[config.mk]
export PLATFORM = sky130hd
export DESIGN_NAME = weight_addr_seq
export DESIGN_NICKNAME = d
export VERILOG_FILES = /design/src/rtl/weight_addr_seq.sv
export SDC_FILE = /design/constraint.sdc
export NUM_CORES = 1
export LEC_CHECK = 0
export BUFFER_PORTS_ARGS = -buffer_cell sky130_fd_sc_hd__clkbuf_2
export CAP_MARGIN = 20
export CORE_UTILIZATION = 32
export CTS_CLUSTER_SIZE = 20
export DETAILED_ROUTE_END_ITERATION = 8
export SYNTH_ARGS = -nofsm -noshare
export SYNTH_HDL_FRONTEND = slang
export SYNTH_SLANG_ARGS = --single-unit
export TNS_END_PERCENT = 30
[constraint.sdc]
create_clock -name i_clk -period 8.3 [get_ports i_clk]
set_clock_uncertainty 0.2 [all_clocks]
set_input_delay 1.245 -clock i_clk [delete_from_list [all_inputs] [get_ports i_clk]]
set_output_delay 1.245 -clock i_clk [all_outputs]
set_load 0.02 [all_outputs]
[src/rtl/weight_addr_seq.sv]
// Skewed weight-ROM address sequencer: lane 0 walks base..base+len-1, (rep+1) times,
// and every further lane replays the lane before it one advancing cycle later.
module weight_addr_seq #(
    parameter int NUM_CH = 6,
    parameter int ADDR_W = 8,
    parameter int LEN_W  = 8,
    parameter int REP_W  = 4
) (
    input  logic                     i_clk,
    input  logic                     i_rst_n,
    input  logic                     i_start,
    input  logic [ADDR_W-1:0]        i_base,
    input  logic [LEN_W-1:0]         i_len,
    input  logic [REP_W-1:0]         i_rep,
    input  logic                     i_stall,
    input  logic                     i_flush,
    output logic [NUM_CH-1:0]        o_ch_en,
    output logic [NUM_CH*ADDR_W-1:0] o_addr,
    output logic                     o_data_en,
    output logic                     o_busy,
    output logic                     o_done
);

    typedef enum logic [1:0] {ST_IDLE, ST_RUN, ST_DRAIN} state_t;

    localparam logic [LEN_W-1:0] LEN_ONE = LEN_W'(1);
    localparam logic [REP_W-1:0] REP_ONE = REP_W'(1);

    state_t             state_q, state_d;
    logic [ADDR_W-1:0]  base_q, base_d;
    logic [LEN_W-1:0]   len_q, len_d;
    logic [REP_W-1:0]   rep_q, rep_d;
    logic [LEN_W-1:0]   cnt_q, cnt_d;
    logic [REP_W-1:0]   rcnt_q, rcnt_d;
    logic               done_q, done_d;
    logic [NUM_CH-1:0]  en_q, en_d;
    logic [ADDR_W-1:0]  addr_q [NUM_CH];
    logic [ADDR_W-1:0]  addr_d [NUM_CH];

    logic               start_ok;
    logic               emit;
    logic               lane0_en;
    logic [ADDR_W-1:0]  cur_base;
    logic [LEN_W-1:0]   cur_len;
    logic [REP_W-1:0]   cur_rep;
    logic [LEN_W-1:0]   cur_cnt;
    logic [REP_W-1:0]   cur_rcnt;
    logic [ADDR_W-1:0]  cnt_ext;
    logic [ADDR_W-1:0]  lane0_addr;

    // A start in the o_done cycle is ignored so back-to-back requests see a clean IDLE.
    assign start_ok = (state_q == ST_IDLE) && i_start && !done_q;

    // The accepting edge already emits word 0, so the start path feeds the same
    // counter-advance logic as RUN with fresh operands.
    always_comb begin
        cur_base = base_q;
        cur_len  = len_q;
        cur_rep  = rep_q;
        cur_cnt  = cnt_q;
        cur_rcnt = rcnt_q;
        emit     = 1'b0;
        if (!i_flush && !i_stall) begin
            if (state_q == ST_RUN) begin
                emit = 1'b1;
            end else if (start_ok && (i_len != '0)) begin
                emit     = 1'b1;
                cur_base = i_base;
                cur_len  = i_len;
                cur_rep  = i_rep;
                cur_cnt  = '0;
                cur_rcnt = '0;
            end
        end
    end

    generate
        if (LEN_W >= ADDR_W) begin : g_cnt_trunc
            assign cnt_ext = cur_cnt[ADDR_W-1:0];
        end else begin : g_cnt_zext
            assign cnt_ext = {{(ADDR_W-LEN_W){1'b0}}, cur_cnt};
        end
    endgenerate

    assign lane0_addr = cur_base + cnt_ext;

    always_comb begin
        state_d  = state_q;
        base_d   = base_q;
        len_d    = len_q;
        rep_d    = rep_q;
        cnt_d    = cnt_q;
        rcnt_d   = rcnt_q;
        done_d   = 1'b0;
        en_d     = en_q;
        addr_d   = addr_q;
        lane0_en = 1'b0;
        if (i_flush) begin
            state_d = ST_IDLE;
            cnt_d   = '0;
            rcnt_d  = '0;
            en_d    = '0;
        end else if (!i_stall) begin
            if (emit) begin
                lane0_en = 1'b1;
                base_d   = cur_base;
                len_d    = cur_len;
                rep_d    = cur_rep;
                if (cur_cnt == cur_len - LEN_ONE) begin
                    cnt_d = '0;
                    if (cur_rcnt == cur_rep) begin
                        state_d = ST_DRAIN;
                        rcnt_d  = '0;
                    end else begin
                        state_d = ST_RUN;
                        rcnt_d  = cur_rcnt + REP_ONE;
                    end
                end else begin
                    state_d = ST_RUN;
                    cnt_d   = cur_cnt + LEN_ONE;
                    rcnt_d  = cur_rcnt;
                end
            end else if (start_ok) begin
                done_d = 1'b1;
            end else if ((state_q == ST_DRAIN) && (en_q[NUM_CH-2:0] == '0)) begin
                // Lanes 0..NUM_CH-2 are empty, so this edge also empties the last lane.
                done_d  = 1'b1;
                state_d = ST_IDLE;
            end
            en_d      = {en_q[NUM_CH-2:0], lane0_en};
            addr_d[0] = emit ? lane0_addr : addr_q[0];
            for (int k = 1; k < NUM_CH; k++) begin
                addr_d[k] = addr_q[k-1];
            end
        end
    end

    always_ff @(posedge i_clk or negedge i_rst_n) begin
        if (!i_rst_n) begin
            state_q <= ST_IDLE;
            base_q  <= '0;
            len_q   <= '0;
            rep_q   <= '0;
            cnt_q   <= '0;
            rcnt_q  <= '0;
            done_q  <= 1'b0;
            en_q    <= '0;
            for (int k = 0; k < NUM_CH; k++) begin
                addr_q[k] <= '0;
            end
        end else begin
            state_q <= state_d;
            base_q  <= base_d;
            len_q   <= len_d;
            rep_q   <= rep_d;
            cnt_q   <= cnt_d;
            rcnt_q  <= rcnt_d;
            done_q  <= done_d;
            en_q    <= en_d;
            for (int k = 0; k < NUM_CH; k++) begin
                addr_q[k] <= addr_d[k];
            end
        end
    end

    generate
        for (genvar gi = 0; gi < NUM_CH; gi++) begin : g_lane_out
            assign o_addr[gi*ADDR_W +: ADDR_W] = addr_q[gi];
        end
    endgenerate

    assign o_ch_en   = en_q;
    assign o_data_en = |en_q;
    assign o_busy    = (state_q != ST_IDLE);
    assign o_done    = done_q;

endmodule
# ---- Word level (Yosys, flattened, before mapping)
# Index checks and enable logic that the tools add are counted.
dict set report classes {
  eq_ne 6
  bitwise_logic 2
  n_reduce_logical 19
  multipliers 0
  muxes 42
  shift 0
  add_sub_neg 4
  div 0
  order_cmp 0
}
# op count
set ops {}
lappend ops {{$mux W8} 13}
lappend ops {{$mux W4} 11}
lappend ops {{$mux W2} 7}
lappend ops {{$mux W6} 2}
lappend ops {{$mux W1} 9}
lappend ops {{$add A8 B1 Y8 const B} 1}
lappend ops {{$add A8 B8 Y8} 1}
lappend ops {{$eq A8 B8 Y1} 1}
lappend ops {{$reduce_bool A8 Y1} 1}
lappend ops {{$sub A8 B1 Y8 const B} 1}
lappend ops {{$reduce_and A3 Y1} 2}
lappend ops {{$reduce_or A6 Y1} 1}
lappend ops {{$logic_and A1 B1 Y1} 5}
lappend ops {{$logic_not A5 Y1} 1}
lappend ops {{$add A4 B1 Y4 const B} 1}
lappend ops {{$eq A4 B4 Y1} 1}
lappend ops {{$reduce_and A2 Y1} 2}
lappend ops {{$reduce_bool A2 Y1} 2}
lappend ops {{$logic_not A1 Y1} 3}
lappend ops {{$ne A3 B2 Y1 const B} 1}
lappend ops {{$reduce_bool A3 Y1} 1}
lappend ops {{$eq A2 B1 Y1 const B} 1}
lappend ops {{$eq A2 B2 Y1 const B} 1}
lappend ops {{$logic_not A2 Y1} 1}
lappend ops {{other kinds (2)} 3}
dict set report word_totals {
  romBits 0
  reg_bits 89
  mem_bits_rw 0
  latch_bits 0
  wordCells 87
  input_bits 25
  memories 0
}

# ---- Logic depth before layout (Yosys ltp)
# Gate-level depths: netlist of run 1.
dict set report depth {
  ltp_word 13
  depth_mapped 18
}

# ---- Least setup slack after synthesis of run 1
# OpenSTA, ideal clock, no wires.
dict set report synth_path {
  path_kind {input -> register}
  from {input port i_len[4]}
  to {register rcnt_q[1]}
  cell_stages 18
  path_slack_ns 3.763
  arrival_time_ns 4.216
  required_ns 7.978
  path_cell_list {buf_2 -> nor4_4 -> nand2_2 -> nand2_4 -> clkbuf_1 -> nand2_1 -> nand2_1 -> inv_1 -> ha_1 -> and2_1 -> and3_1 -> or3_1 -> a31oi_1 -> o41a_1 -> buf_6 -> buf_12 -> o21ai_1 -> a32o_1}
}
dict set report synth_between {
  elab_chain_len 11
}
# item line_no
set synth_rtl {}
lappend synth_rtl {{start: declaration} 13} ;# input logic [LEN_W-1:0] i_len,
lappend synth_rtl {{$reduce_bool A8 Y1} 66} ;# end else if (start_ok && (i_len != '0)) begin
lappend synth_rtl {{$logic_and A1 B1 Y1} 66}
lappend synth_rtl {{$mux W8 / $mux W4 (equally long branches)} 66}
lappend synth_rtl {{$mux W8 / $mux W4 (equally long branches)} 64} ;# if (state_q == ST_RUN) begin
lappend synth_rtl {{$mux W8 / $mux W4 (equally long branches)} 63} ;# if (!i_flush && !i_stall) begin
lappend synth_rtl {{$sub A8 B1 Y8, or another cell as far along} 109} ;# if (cur_cnt == cur_len - LEN_ONE) begin
lappend synth_rtl {{$eq A8 B8 Y1 / $mux W4 (equally long branches)} {109, 111}}
lappend synth_rtl {{$mux W4} 109}
lappend synth_rtl {{$mux W4} 104} ;# if (emit) begin
lappend synth_rtl {{$mux W4} 103} ;# end else if (!i_stall) begin
lappend synth_rtl {{$mux W4} 98} ;# if (i_flush) begin
lappend synth_rtl {{end signal: assignment} 157} ;# rcnt_q <= rcnt_d;
lappend synth_rtl {{end: declaration} 34} ;# logic [REP_W-1:0] rcnt_q, rcnt_d;
# Parallel ways exist; a longest one is shown, timed or not. The select of a mux whose other input is x is not followed.
# A chain may end at the register's enable or synchronous reset.

# ---- Final worst setup path of run 1
dict set report layout_path {
  from {input port i_flush}
  to {register rcnt_q[3]}
}
dict set report layout_between {
  elab_chain_len 9
}
# item line_no
set layout_rtl {}
lappend layout_rtl {{start: declaration} 16} ;# input logic i_flush,
lappend layout_rtl {{$logic_not A1 Y1} 63}
lappend layout_rtl {{$logic_and A1 B1 Y1} 63}
lappend layout_rtl {{$mux W8 / $mux W4 (equally long branches)} 63}
lappend layout_rtl {{$sub A8 B1 Y8, or another cell as far along} 109}
lappend layout_rtl {{$eq A8 B8 Y1 / $mux W4 (equally long branches)} {109, 111}}
lappend layout_rtl {{$mux W4} 109}
lappend layout_rtl {{$mux W4} 104}
lappend layout_rtl {{$mux W4} 103}
lappend layout_rtl {{$mux W4} 98}
# Parallel ways exist; a longest one is shown, timed or not. The select of a mux whose other input is x is not followed.

==> parameters.txt, run 1 <==
Parameter                              Value

Run status
  Run status ... finished, final reports clean

Pwr
  Final total power ... 1530 uW
  Peak VDD IR ... 0.000120 V
  Leakage component of the power ... 0.00269 uW
  Pwr dens ... 280 mW/mm2

STA
  Unrepaired setup endpoints after global routing ... no
  Setup tns final ... 0 ns
  Final number of max-transition violations ... 0
  Slew at the pin with the worst max-slew slack ... 0.961 ns
  Fin worst setup slack ... 3.33 ns
  Worst slew margin relative to its limit ... 35.9%
  Setup violation total in the final timing report ... 0
  Final clock period utilization by the worst path ... 59.9%
  Peak Freq ... 201 MHz
  Crit path time final ... 4.97 ns
  Count of endpoints failing hold in the final timing report ... 0

Worst setup path
  Crit path kind ... input port to register
  Buf+Inv Stages, Crit Path ... 2
  Critical Path End Type ... register
  Delay of the slowest cell on the worst path ... 0.65 ns
  Most common cell type on the critical path ... sky130_fd_sc_hd__nand2_1
  Cells traversed along the worst timing path ... clkbuf_2 -> or4_4 -> nor2_4 -> nand2_4 -> nand2_1 -> nand2_1 -> inv_1 -> ha_1 -> xnor2_1 -> nor3_1 -> nand4_1 -> a221oi_2 -> o41a_1 -> and4_2 -> o22a_1
  Required time of the critical path ... 8.38 ns
  Data arrival, critical path ... 5.05 ns
  Cell family with most CP delay ... simple AND/OR/NAND/NOR gates
  Type of origin of the critical path ... input port
  Slowest library cell on the worst path ... sky130_fd_sc_hd__o41a_1
  Max Fanout on Critical Path ... 33

Detailed routing
  Detailed Route Iter0 Violations ... 274
  Drt pass-1 iters ... 4
  Vias per cell ... 4.93
  Via count ... 3457
  Total wire length ... 10.4 mm
  DRC violation count after routing ... 0
  Antenna-violating nets left ... 0
  Routed wirelength normalized by instance count ... 14.8 um

Clocking
  Number of buffers inserted by hold repair at cts ... 0
  Clock Path Buffers ... 2
  Clock input transition at the sequential cells of the worst setup and hold paths ... 0.06 ns
  Clock tree from TritonCTS ... yes
  Source-to-sink clock delay at the later pin of the worst-skew pair ... 0.34 ns
  Number of buffers created by CTS ... 9
  Number of clock sinks seen by CTS ... 89
  H-tree lvl count ... 3
  Master cell of the clock root buffer ... sky130_fd_sc_hd__clkbuf_16
  Buffer count from post-CTS setup fixing ... 0
  Resized Gates After CTS ... 0

Placed design
  Final HPWL DP ... 7.55 mm
  Post-placement cell area ... 0.00516 mm2
  Pre-CTS setup slack ... 3.00 ns
  IO buf count ... 81
  Routability congestion estimate from global placement ... 0.850

Global routing
  Via count of the first global-routing pass ... 3387
  Overflow left after global routing ... 0
  Pin count of the biggest net entering global routing ... 78
  First-pass GRT wire length ... 17.3 mm
  Global Route Usage Sum ... 15.1%
  Number of antenna violations at the first check in global routing ... 0

Final layout
  Final non-filler cell area ... 0.00546 mm2
  Ant diodes ... 0
  Final design utilization ... 39.2%
  P&R area growth vs syn ... 18.6%
  Fraction of layout cells with a size suffix above 1 ... 31.3%
  Layout net count ... 552

Synthesis
  Number of flops mapped to enable cells by yosys ... 0
  Top cells by count, synth ... sky130_fd_sc_hd__dfrtp_1 (89), sky130_fd_sc_hd__nand2_1 (85), sky130_fd_sc_hd__mux2_2 (40)
  Area of the mapped netlist ... 0.00460 mm2
  Largest area contributor in the synthesized netlist ... sky130_fd_sc_hd__dfrtp_1
  Register area share after synthesis ... 48.4%
  Main flop type after synthesis ... sky130_fd_sc_hd__dfrtp_1
  Number of flip-flops and latches in the synthesized netlist ... 89
  Average cell area after synthesis ... 10.4 um2
  Synth top area cells ... sky130_fd_sc_hd__dfrtp_1 (48%), sky130_fd_sc_hd__mux2_2 (9.8%), sky130_fd_sc_hd__nand2_1 (6.9%)
  Fraction of synthesized cell area taken by the top area cell type ... 48.4%
  Number of instances in the synthesized netlist ... 441
  Most frequently used cell type in the post-synthesis netlist ... sky130_fd_sc_hd__dfrtp_1
  Distinct cell type count after synthesis ... 67
  Ys async rst share ... 100%
  Post-Syn Nets ... 477
  Number of warnings printed during yosys synthesis ... 0

Worst hold path
  Class of the worst hold path ... register to register

Floorplan
  Height of the die ... 122 um
  Row count ... 43
  Total I/O pin count ... 82
  Area inside the core boundary ... 0.0139 mm2
  Die Outline Area ... 0.0149 mm2
  Initial core utilization ... 33.0%
  Die width ... 122 um

Job
  Max-cap viol count ... 0
## path summary, 6_finish.rpt
path	startpoint	end	slack, ns	cells after the start
worst max register to register	state_q[1]$_DFFE_PN0P_	rcnt_q[3]$_DFFE_PN0P_	3.97	14
worst min register to register	base_q[4]$_DFFE_PN0P_	base_q[4]$_DFFE_PN0P_	0.27	2
min in group asynchronous	i_rst_n	o_addr[45]$_DFFE_PN0P_	0.53	1
max in group asynchronous	i_rst_n	o_ch_en[3]$_DFFE_PN0P_	6.18	2
worst max-delay path	i_flush	rcnt_q[3]$_DFFE_PN0P_	3.33	15
worst min-delay path	base_q[4]$_DFFE_PN0P_	base_q[4]$_DFFE_PN0P_	0.27	2
## cell families (layout without fill, tap and decap cells)
group	Yosys count	after routing	share of synthesized area [%]
simple gates	178	178	19.9
flops	89	89	48.4
compound gates	65	65	10.1
mux	45	45	10.9
buf+inv	29	109	3.05
xor+xnor	24	24	4.57
fa+ha+maj	11	11	3.15
## per-layer routing
layer,track usage [%],up-vias,share of wire [%]
met5,0,-,0
met4,4.17,0,0.91
met3,4.03,11,6.2
met2,23.7,85,46
met1,20.4,1659,47
li1,-,1702,-
## placed cells by master (no fill, tap or decap), drive strengths merged, types with 2 or more instances in the layout
cell	count
nand4	7
and2	8
nor3	6
and3	6
buf	4
o311ai	2
o22a	2
or3	4
dfrtp	89
or4	3
nor2	28
a21o	6
mux2	40
mux2i	5
nand3	4
clkbuf	92
o221a	2
o21ai	14
inv	9
o31ai	2
or2	5
a21oi	13
nand2b	2
ha	10
nor2b	3
a22o	3
nand2	87
o22ai	3
xor2	5
nor4	8
nor4b	2
xnor2	19
a2bb2oi	2
o21bai	4
clkinvlp	3
## through the flow
stage / hold WS, ns / std cells
after floorplan: 0.239 / 441
after global placement: 0.254 / 685
after detailed placement: 0.257 / 685
after CTS: 0.272 / 701
after global routing: 0.298 / 701
final: 0.265 / 701
## sequential cells by signal (all words and copies together) (netlist names)
register / cells
base_q: 8
cnt_q: 8
len_q: 8
o_addr: 48
o_ch_en: 6
o_done: 1
rcnt_q: 4
rep_q: 4
state_q: 2
## worst reg2reg max path, stage by stage (launching register included)
cell and delay (ns):
sky130_fd_sc_hd__dfrtp_1 0.44, sky130_fd_sc_hd__or4_4 0.62, sky130_fd_sc_hd__nor2_4 0.31, sky130_fd_sc_hd__nand2_4 0.30, sky130_fd_sc_hd__nand2_1 0.16, sky130_fd_sc_hd__nand2_1 0.08, sky130_fd_sc_hd__inv_1 0.06, sky130_fd_sc_hd__ha_1 0.26
sky130_fd_sc_hd__xnor2_1 0.14, sky130_fd_sc_hd__nor3_1 0.17, sky130_fd_sc_hd__nand4_1 0.14, sky130_fd_sc_hd__a221oi_2 0.29, sky130_fd_sc_hd__o41a_1 0.65, sky130_fd_sc_hd__and4_2 0.35, sky130_fd_sc_hd__o22a_1 0.13
## power by group
part           leakage [uW]  total, uW  internal [uW]  switching [uW]
Clock              0.000135        411            242             169
Combinational       0.00139        478            194             284
Sequential          0.00116        636            553            83.1
Total               0.00269       1530            989             536
## cell type report
cell class	instances	area [um2]
Multi-Input combinational cell	323	2240
Inverter	9	33.8
Timing Repair Buffer	84	430
Clock buffer	12	246
Clock inverter	4	52.6
Fill cell	1398	8480
Tap cell	180	225
Sequential cell	89	2230
(Power assumes the default switching activity.)
==> run 2: changes to the inputs <==
==> constraint.sdc (replaced) <==
create_clock -name i_clk -period 4.9 [get_ports i_clk]
set_clock_uncertainty 0.2 [all_clocks]
set_input_delay 0.735 -clock i_clk [delete_from_list [all_inputs] [get_ports i_clk]]
set_output_delay 0.735 -clock i_clk [all_outputs]
set_load 0.02 [all_outputs]
==> run 2 against run 1 <==
Against the previous run: first-iteration DRC count fell by 26%; flip-flop and latch count did not move; total power rose by 66%; non-clock buffer count rose by 2; worst setup slack got worse by 2.5 ns; via count rose by 1.4%; combinational power rose by 70%; cell count rose by 0.29%; clock power rose by 57%; largest cell class unchanged.
==> parameters.txt, run 2 (synthesized netlist as in run 1, its figures left out) <==
Parameter                              Value

STA
  Peak Freq ... 247 MHz
  Unrepaired setup endpoints after global routing ... no
  Final number of max-transition violations ... 0 (unchanged)
  Setup violation total in the final timing report ... 0 (unchanged)
  Final clock period utilization by the worst path ... 82.7%
  Fin worst setup slack ... 0.847 ns (-2.49 ns)
  Setup tns final ... 0 ns (unchanged)
  Count of endpoints failing hold in the final timing report ... 0 (unchanged)
  Worst slew margin relative to its limit ... 53.1% (+17 points)
  Crit path time final ... 4.05 ns
  Hold slack ... 0.177 ns (-0.0880 ns)
  Slew at the pin with the worst max-slew slack ... 0.703 ns (-0.258 ns)

Pwr
  Switching share of total power ... 36.3% (+1.1 points)
  Combinational Power Share ... 32.0% (+0.6 points)
  Switching power of the nets ... 920 uW (+72%)
  Peak VDD IR ... 0.000158 V (+32%)
  Proportion of power drawn by the clock network ... 25.5% (-1.4 points)
  Reg power frac ... 42.4% (+0.7 points)
  Leakage component of the power ... 0.00269 uW (about the same)
  Internal power ... 1620 uW (+63%)
  Pwr dens ... 465 mW/mm2 (+66%)

Global routing
  First-pass GRT wire length ... 17.2 mm (-0.95%)
  Via count of the first global-routing pass ... 3416 (+0.86%)
  Overflow left after global routing ... 0 (unchanged)
  Global routing's busiest layer ... met2
  Fraction of met1 tracks used by global routing ... 19.9% (-0.58 points)
  Global Route Usage Sum ... 14.9% (-0.18 points)
  Met3 GRT Util ... 4.59% (+0.56 points)
  Met2 track utilization from global routing ... 23.2% (-0.49 points)
  Number of antenna violations at the first check in global routing ... 0 (unchanged)
  Pin count of the biggest net entering global routing ... 47 (-40%)

Floorplan
  Total I/O pin count ... 82 (unchanged)
  Area inside the core boundary ... 0.0139 mm2 (unchanged)
  Die Outline Area ... 0.0149 mm2 (unchanged)
  Initial core utilization ... 33.0% (unchanged)
  Height of the die ... 122 um (unchanged)
  Row count ... 43 (unchanged)
  Die width ... 122 um (unchanged)

Worst setup path
  Data arrival, critical path ... 4.13 ns (-0.92 ns)
  Type of origin of the critical path ... input port
  FF-to-FF setup slack ... 0.98 ns (-2.99 ns)
  Reg2reg path depth ... 15 (+1)
  Required time of the critical path ... 4.98 ns (-3.40 ns)
  Max Fanout on Critical Path ... 18 (-45%)
  Crit path kind ... input port to register
  Reg-to-Reg Start ... state_q[1]$_DFFE_PN0P_
  Critical Path End Type ... register
  RR Endpoint ... cnt_q[2]$_DFFE_PN0P_

Final layout
  P&R area growth vs syn ... 18.5% (about the same)
  Post-layout instance count excluding filler cells ... 703 (+0.29%)
  Top library cells by usage in the layout, fill and taps aside ... sky130_fd_sc_hd__dfrtp_1 (89), sky130_fd_sc_hd__nand2_1 (85), sky130_fd_sc_hd__clkbuf_2 (80)
  Commonest non-fill, non-tap cell in the layout ... sky130_fd_sc_hd__dfrtp_1
  Final non-filler cell area ... 0.00545 mm2 (about the same)
  Layout net count ... 554 (+0.36%)
  # fillers ... 1393 (-0.36%)
  Largest register FFs ... 48 (unchanged)
  Fraction of layout cells with a size suffix above 1 ... 31.7% (+0.45 points)
  Ant diodes ... 0 (unchanged)

Clocking
  Master cell of the clock root buffer ... sky130_fd_sc_hd__clkbuf_16
  Resized Gates After CTS ... 0 (unchanged)
  Number of buffers inserted by hold repair at cts ... 0 (unchanged)
  Buffer count from post-CTS setup fixing ... 0 (unchanged)
  Number of buffers created by CTS ... 9 (unchanged)
  Source-to-sink clock delay at the later pin of the worst-skew pair ... 0.34 ns (about the same)
  H-tree lvl count ... 3 (unchanged)
  Clock Path Buffers ... 2 (unchanged)
  Clock tree from TritonCTS ... yes
  Clock input transition at the sequential cells of the worst setup and hold paths ... 0.07 ns (about the same)
  Number of clock sinks seen by CTS ... 89 (unchanged)

Placed design
  Final HPWL DP ... 7.59 mm (+0.50%)
  Pre-CTS setup slack ... 0.503 ns (-2.50 ns)
  IO buf count ... 81 (unchanged)
  Routability congestion estimate from global placement ... 0.872 (+2.6%)
  Placed cell count ... 687 (+0.29%)
  Post-placement cell area ... 0.00517 mm2 (+0.29%)

Detailed routing
  Via count ... 3506 (+1.4%)
  Vias per cell ... 4.99 (+1.1%)
  Detailed Route Iter0 Violations ... 203 (-26%)
  Antenna-violating nets left ... 0 (unchanged)
  Drt pass-1 iters ... 4 (unchanged)
  Total wire length ... 10.4 mm (about the same)
  DRC violation count after routing ... 0 (unchanged)
  Routed wirelength normalized by instance count ... 14.8 um (-0.32%)

Worst hold path
  Class of the worst hold path ... input port to async pin

Job
  Max-cap viol count ... 0 (unchanged)

Run status
  Run status ... finished, final reports clean
==> run 2: how the worst max path moves through the flow <==
stage	start	end	slack (ns)	cells past startpoint
3_3_place_gp	i_flush	cnt_q[2]$_DFFE_PN0P_	0.62	16
2_1_floorplan	i_len[4]	rcnt_q[1]$_DFFE_PN0P_	0.87	18
5_1_grt	i_len[0]	cnt_q[1]$_DFFE_PN0P_	0.62	16
3_5_place_dp	i_flush	cnt_q[2]$_DFFE_PN0P_	0.50	16
6_report	i_flush	cnt_q[2]$_DFFE_PN0P_	0.85	16
4_1_cts	i_flush	cnt_q[2]$_DFFE_PN0P_	0.86	16
==> run 2: routing by layer <==
layer / part of all wire [%] / vias up
met1: 47 / 1704
met3: 5.7 / 8
met2: 46 / 91
met4: 1.1 / 0
met5: 0 / -
li1: - / 1703
==> run 2: final cells by class <==
cell class | count | area (um2) | area share (%)
clock buffers | 10 | 229 | 4.20
clock inverters | 6 | 51.3 | 0.941
inverters | 9 | 33.8 | 0.620
multi-input cells | 323 | 2240 | 41.1
flip-flops and latches | 89 | 2230 | 40.8
well taps | 180 | 225 | 4.13
repair buffers | 86 | 445 | 8.17
==> run 2: through the flow <==
step | util (%) | power, uW
2_1_floorplan | - | 1620
3_3_place_gp | 37.1 | 1880
3_5_place_dp | 37.1 | 1910
4_1_cts | 39.1 | 2570
5_1_grt | 39.1 | 2700
6_report | 39.1 | 2540
==> run 2: power groups by stage <==
stage	clock network, uW	logic (uW)	registers [uW]
2_1_floorplan	0	348	1270
3_3_place_gp	0	805	1080
3_5_place_dp	0	820	1090
4_1_cts	670	823	1080
5_1_grt	702	892	1100
6_report	647	813	1080
==> run 2: worst max-delay path: stages <==
cell                       delay, ns
sky130_fd_sc_hd__clkbuf_2       0.20
sky130_fd_sc_hd__or4_4          0.59
sky130_fd_sc_hd__nor2_4         0.30
sky130_fd_sc_hd__nand2_4        0.21
sky130_fd_sc_hd__nand2_1        0.12
sky130_fd_sc_hd__nand2_1        0.07
sky130_fd_sc_hd__inv_1          0.06
sky130_fd_sc_hd__ha_1           0.22
sky130_fd_sc_hd__and2_1         0.18
sky130_fd_sc_hd__and3_1         0.18
sky130_fd_sc_hd__or3_1          0.11
sky130_fd_sc_hd__a31oi_1        0.08
sky130_fd_sc_hd__o41a_1         0.31
sky130_fd_sc_hd__buf_4          0.20
sky130_fd_sc_hd__or4b_4         0.49
sky130_fd_sc_hd__o21ai_2        0.06
